## src/rtl/svc_stats_avg.sv

```systemverilog
// svc_stats_avg: computes avg = sum / count with a radix-2 restoring divider, one quotient bit per cycle.
// Optional macro SVC_STATS_AVG_ROUND_EN adds a one-cycle round-half-up stage after the divide.
module svc_stats_avg #(
  parameter int STAT_WIDTH = 32
) (
  input  logic                  clk,
  input  logic                  rst_n,
  input  logic                  in_valid,
  output logic                  in_ready,
  input  logic [STAT_WIDTH-1:0] sum,
  input  logic [STAT_WIDTH-1:0] count,
  output logic                  out_valid,
  input  logic                  out_ready,
  output logic [STAT_WIDTH-1:0] avg,
  output logic                  div_zero
);

  localparam int CW = $clog2(STAT_WIDTH + 1);
  localparam logic [CW-1:0] LAST_BIT = CW'(STAT_WIDTH - 1);

  typedef enum logic [1:0] {
    IDLE  = 2'd0,
    DIV   = 2'd1,
`ifdef SVC_STATS_AVG_ROUND_EN
    ROUND = 2'd2,
`endif
    DONE  = 2'd3
  } state_t;

  state_t                state_q;
  state_t                state_d;
  logic [STAT_WIDTH-1:0] dvd_q;
  logic [STAT_WIDTH-1:0] divisor_q;
  logic [STAT_WIDTH-1:0] quot_q;
  logic [STAT_WIDTH-1:0] rem_q;
  logic [CW-1:0]         bit_cnt_q;
  logic                  div_zero_q;

  logic [STAT_WIDTH:0]   trial;
  logic [STAT_WIDTH:0]   diff;
  logic                  fits;
  logic                  last_div;

  // Partial remainder is one bit wider than the operands so the shift-in never overflows.
  assign trial    = {rem_q, dvd_q[STAT_WIDTH-1]};
  assign diff     = trial - {1'b0, divisor_q};
  assign fits     = ~diff[STAT_WIDTH];
  assign last_div = (bit_cnt_q == LAST_BIT);

`ifdef SVC_STATS_AVG_ROUND_EN
  logic [STAT_WIDTH:0] rem_x2;
  logic                round_up;

  assign rem_x2   = {rem_q, 1'b0};
  assign round_up = (rem_x2 >= {1'b0, divisor_q});
`endif

  always_ff @(posedge clk or negedge rst_n) begin
    if (!rst_n) begin
      state_q <= IDLE;
    end else begin
      state_q <= state_d;
    end
  end

  always_comb begin
    state_d   = state_q;
    in_ready  = 1'b0;
    out_valid = 1'b0;
    case (state_q)
      IDLE: begin
        in_ready = 1'b1;
        if (in_valid) begin
          state_d = (count == '0) ? DONE : DIV;
        end
      end
      DIV: begin
        if (last_div) begin
`ifdef SVC_STATS_AVG_ROUND_EN
          state_d = ROUND;
`else
          state_d = DONE;
`endif
        end
      end
`ifdef SVC_STATS_AVG_ROUND_EN
      ROUND: begin
        state_d = DONE;
      end
`endif
      DONE: begin
        out_valid = 1'b1;
        if (out_ready) begin
          state_d = IDLE;
        end
      end
      default: begin
        state_d = IDLE;
      end
    endcase
  end

  // Quotient bits shift in LSB-first position while dividend bits shift out MSB-first.
  always_ff @(posedge clk or negedge rst_n) begin
    if (!rst_n) begin
      dvd_q      <= '0;
      divisor_q  <= '0;
      quot_q     <= '0;
      rem_q      <= '0;
      bit_cnt_q  <= '0;
      div_zero_q <= 1'b0;
    end else begin
      case (state_q)
        IDLE: begin
          if (in_valid) begin
            dvd_q      <= sum;
            divisor_q  <= count;
            quot_q     <= '0;
            rem_q      <= '0;
            bit_cnt_q  <= '0;
            div_zero_q <= (count == '0);
          end
        end
        DIV: begin
          dvd_q     <= dvd_q << 1;
          quot_q    <= {quot_q[STAT_WIDTH-2:0], fits};
          rem_q     <= fits ? diff[STAT_WIDTH-1:0] : trial[STAT_WIDTH-1:0];
          bit_cnt_q <= bit_cnt_q + CW'(1);
        end
`ifdef SVC_STATS_AVG_ROUND_EN
        ROUND: begin
          if (round_up) begin
            quot_q <= quot_q + STAT_WIDTH'(1);
          end
        end
`endif
        default: begin
        end
      endcase
    end
  end

  assign avg      = quot_q;
  assign div_zero = div_zero_q;

endmodule

```

## config.mk

```make
export PLATFORM = sky130hd
export DESIGN_NAME = svc_stats_avg
export DESIGN_NICKNAME = d
export VERILOG_FILES = /design/src/rtl/svc_stats_avg.sv
export SDC_FILE = /design/constraint.sdc
export NUM_CORES = 1
export LEC_CHECK = 0
export BUFFER_PORTS_ARGS = -buffer_cell sky130_fd_sc_hd__buf_2
export CORE_ASPECT_RATIO = 1.4
export CORE_UTILIZATION = 45
export DETAILED_ROUTE_END_ITERATION = 12
export HOLD_SLACK_MARGIN = 0.15
export SLEW_MARGIN = 10
export SYNTH_ARGS = -nofsm -noshare
export SYNTH_HDL_FRONTEND = slang
export SYNTH_SLANG_ARGS = --single-unit
```

## constraint.sdc

```tcl
create_clock -name clk -period 3.5 [get_ports clk]
set_input_delay 0.525 -clock clk [delete_from_list [all_inputs] [get_ports clk]]
set_output_delay 0.525 -clock clk [all_outputs]
set_load 0.05 [all_outputs]
```

# --- Yosys cells after proc, flatten, opt, wreduce, memory -nomap -nowiden ---
# Cells that the tools add are included.
op_classes:
  add_sub_neg: 2
  n_eq_ne: 6
  n_mux: 15
  bitwise_logic: 1
  n_reduce_logical: 6
ops:
  columns: ["op", "count"]
  rows:
  - ["$pmux W32 S2", 3]
  - ["$mux W32", 3]
  - ["$sub A33 B32 Y33", 1]
  - ["$logic_not A32 Y1", 1]
  - ["$pmux W6 S2", 1]
  - ["$mux W2", 4]
  - ["$add A6 B1 Y6 const B", 1]
  - ["$eq A6 B5 Y1 const B", 1]
  - ["$mux W6", 1]
  - ["$ne A2 B2 Y1 const B", 3]
  - ["$pmux W2 S3", 1]
  - ["$reduce_and A2 Y1", 2]
  - ["$reduce_and A3 Y1", 1]
  - ["$eq A2 B1 Y1 const B", 1]
  - ["$eq A2 B2 Y1 const B", 1]
  - ["$logic_not A2 Y1", 1]
  - ["$mux W1", 2]
  - ["$reduce_bool A2 Y1", 1]
  - ["$not A1 Y1", 1]
word_totals:
  regBits: 137
  in_bits: 68
  elab_cells: 37

# --- Logic depth before layout (Yosys ltp) ---
depth:
  word_depth: 4
  ltp_mapped: 15

# --- Worst setup path before layout ---
# OpenSTA, ideal clock, no wires.
synth_path:
  kind: "flip-flop to flip-flop"
  startpoint: "reg dvd_q[31]"
  endpoint: "reg rem_q[25]"
  arrival_ns: 3.043
  slack_ns: 0.331
  stages_incl_launch_ff: 15
  path_buffers: 2
  cell_sequence: "dfrtp_1 > inv_1 > ha_1 > inv_1 > fa_1 > a211o_1 > a211o_1 > and3b_4 > o211ai_2 > mux2_4 > and2_4 > buf_6 > buf_12 > nor4b_2 > a221o_1"
synth_between:
  elab_chain_cells: 3
synth_lines:
  columns: ["element", "line", "source"]
  rows:
  - ["start, declared", "32", "logic [STAT_WIDTH-1:0] dvd_q;"]
  - ["start signal, assigned", "116", "dvd_q <= sum;"]
  - ["start signal, assigned", "125", "dvd_q <= dvd_q << 1;"]
  - ["$sub A33 B32 Y33", "46", "assign diff = trial - {1'b0, divisor_q};"]
  - ["$mux W32", "127", "rem_q <= fits ? diff[STAT_WIDTH-1:0] : trial[STAT_WIDTH-1:0];"]
  - ["$pmux W32 S2", "113", "case (state_q)"]
  - ["end signal, assigned", "127", null]
  - ["end, declared", "35", "logic [STAT_WIDTH-1:0] rem_q;"]
# Every way passes these cells.
# A chain may end at the register's enable or synchronous reset.

# --- Worst setup path after layout ---
# Ends and elaborated chain as after synthesis.

==> key figures <==
Die
  – Chip width: ~110 µm
  – I/O pins: 103
  – Die area: ~18000 µm²
  – Initial core utilization: between 40% and 50%
  – Core area: ~17000 µm²
  – Site row count: 56
  – Die Ht: ~160 µm

Logic synthesis
  – Mapped Cells: about 900
  – Post-synth net total: 992
  – Yosys cell types: between 60 and 70
  – Main flop type after synthesis: dfrtp_1
  – Synth top area share: 44.6%
  – Ys async rst share: 100%
  – Top post-synthesis cells by area: dfrtp_1 45%, nand2_1 9.2%, ha_1 5.4%
  – Yosys top cell by area: dfrtp_1
  – Number of flops mapped to enable cells by yosys: 0
  – Yosys Warn Count: 0
  – Post-synthesis cell area: around 7700 µm²
  – #FFs+latches synth: 137
  – Syn_area_per_cell: approximately 8.6 µm²
  – Sequential area share after synthesis: roughly 45%

Timing
  – Fin crit period: 3210 ps
  – Layout Skew: about 11 ps
  – Worst setup margin: ~290 ps
  – Slew Limit Fails: 0
  – Setup TNS: 0 ps
  – Worst hold slack: 284 ps
  – Fmax: ~310 MHz
  – Worst slew pin tran: 750 ps
  – Final Cycle Share: 91.8%
  – Max transition margin: roughly 50%
  – Final setup violation count: 0
  – RSZ-0062 raised after global routing: false
  – Fin. Hold Viols: 0

Detailed routing
  – Routed wire per std cell: about 16 µm
  – DRC violations left: 0
  – Initial drt markers: between 200 and 250
  – Vias: 6657
  – Number of routed nets with antenna violations: 0
  – First-pass DRT Iterations: 5
  – Drt via density: 5.59
  – Final WL: between 15000 and 20000 µm

CTS
  – Max clock buf depth: 2
  – Clock Latency Late Sink: 430 ps
  – CTS tree: built
  – Post-CTS setup buffers: 0
  – Worst-path clk slew: ~60 ps
  – TritonCTS Buffers: 17
  – Clk sinks: approximately 140
  – H-tree levels: 4
  – Clock Tree Root: clkbuf_16

Setup path
  – CP Max Fanout: 12
  – CP Class: reg2reg
  – Worst Path Arrival: around 3500 ps
  – Req. time, crit path: 3810 ps
  – Critical Path End Type: flop
  – Crit start category: flop

Global routing
  – Gr usage total: a little under a quarter
  – Initial antenna violation count: 0
  – Vias in the first global route: 6387
  – Largest net degree at the start of global routing: 84
  – Gr ovfl total: 0
  – First-pass GRT wire length: about 32000 µm

Final layout
  – Commonest cells after routing, fill and taps aside: 188 x nand2_1, 137 x dfrtp_1, 101 x buf_2
  – Design area: 8950 µm²
  – Layout cells sized above 1: between 10% and 20%
  – Commonest non-fill, non-tap cell in the layout: nand2_1
  – Area Overhead vs Synth: 16.5%
  – Nets: between 1k and 1.5k
  – Antenna cells: 0

Placed design
  – # port buffers: 102
  – RePlAce Congestion: about 0.86
  – Post-DP Area: between 8000 and 9000 µm²
  – Placed wire-length estimate: approximately 13000 µm
  – Place WS: just over 200 ps

Status
  – Status: completed

Worst hold path
  – Hold Crit Class: in2reg

Run
  – Max-capacitance violation count: 0
-- area by class of cell --
| type | count | area, µm² |
|---|---|---|
| Fill cell | 1588 | 7790 |
| Multi-Input combinational cell | 664 | 3890 |
| Sequential cell | 137 | 3430 |
| Timing Repair Buffer | 116 | 637 |
| Clock buffer | 18 | 439 |
| Tap cell | 203 | 254 |
| Clock inverter | 14 | 158 |
| Inverter | 38 | 143 |
-- what timing repair did --
| item | CTS | global route |
|---|---|---|
| resized for setup | 0 | 0 |
| hold endpoints to repair | 68 | 0 |
| hold buffers | 1 | 0 |
| setup endpoints to repair | 0 | 3 |
-- per-stage QoR --
step	utilization (%)	std cells
finish	53.5	1190
global route	53.5	1190
detailed placement	49.8	1156
floorplan	-	890
CTS	53.4	1189
global placement	49.8	1156
-- state kept, by name, summed over array words and instances, names as in the netlist --
name and flops:
avg 32, bit_cnt_q 6, div_zero 1, divisor_q 32, dvd_q 32, rem_q 32
state_q 2
-- path summary, 6_finish.rpt --
check | start | endpoint | slack, ps | cells past startpoint
min in group asynchronous | rst_n | divisor_q[3]$_DFFE_PN0P_ | 680 | 2
worst min register to register | div_zero$_DFFE_PN0P_ | div_zero$_DFFE_PN0P_ | 480 | 2
worst min-delay path | out_ready | state_q[0]$_DFFE_PN0P_ | 280 | 2
max in group asynchronous | rst_n | div_zero$_DFFE_PN0P_ | 2010 | 3
worst max register to register | dvd_q[31]$_DFFE_PN0P_ | rem_q[25]$_DFFE_PN0P_ | 290 | 12
worst max-delay path | dvd_q[31]$_DFFE_PN0P_ | rem_q[25]$_DFFE_PN0P_ | 290 | 12
-- metal layers --
layer  GRT usage (%)  wire length [µm]  vias up
li1                -                 -     3291
met1            27.7              8290     3176
met2            38.6              9610      149
met3            4.80               846       41
met4            10.7               585        0
met5               0                 0        -
-- kinds of logic after synthesis --
family | count (synthesis) | synth area share, %
XOR/XNOR | 25 | 2.85
AO/OA/AOI/OAI | 213 | 17.3
multiplexers | 22 | 2.95
flip-flops | 137 | 44.6
adder cells (fa/ha/maj) | 34 | 5.63
AND/OR/NAND/NOR | 369 | 21.6
buffers and inverters | 90 | 5.14
-- synthesized netlist by cell type, types with 4 or more instances --
master and number:
dfrtp_1 137, o21a_1 6, xor2_1 8, xnor2_1 17
o21ai_0 70, a211oi_1 4, nor2b_1 5, a221o_1 5
nor4_1 9, nand3_1 68, and2_1 5, nand4_1 11
clkbuf_1 39, nand2_1 189, a21oi_1 33, nor3_1 9
inv_1 38, buf_6 5, o22ai_1 13, nor2_1 48
mux2i_1 20, o21ai_1 14, nand3b_1 6, o211ai_1 13
buf_1 4, ha_1 33, a22oi_1 18, a21o_1 7
a31oi_1 7, and3_1 5
-- worst max-delay path: stages (launching register included) --
cell,delay [ps]
dfrtp_1,360
inv_1,80
ha_1,160
inv_1,50
fa_1,430
a211o_1,300
a211o_1,300
and3b_4,210
o211ai_2,190
mux2_4,340
and2_4,220
nor4b_2,180
a221o_1,270
Power is not shown: default switching activity piles up to over one toggle a cycle in this logic, so the estimate is an artifact.
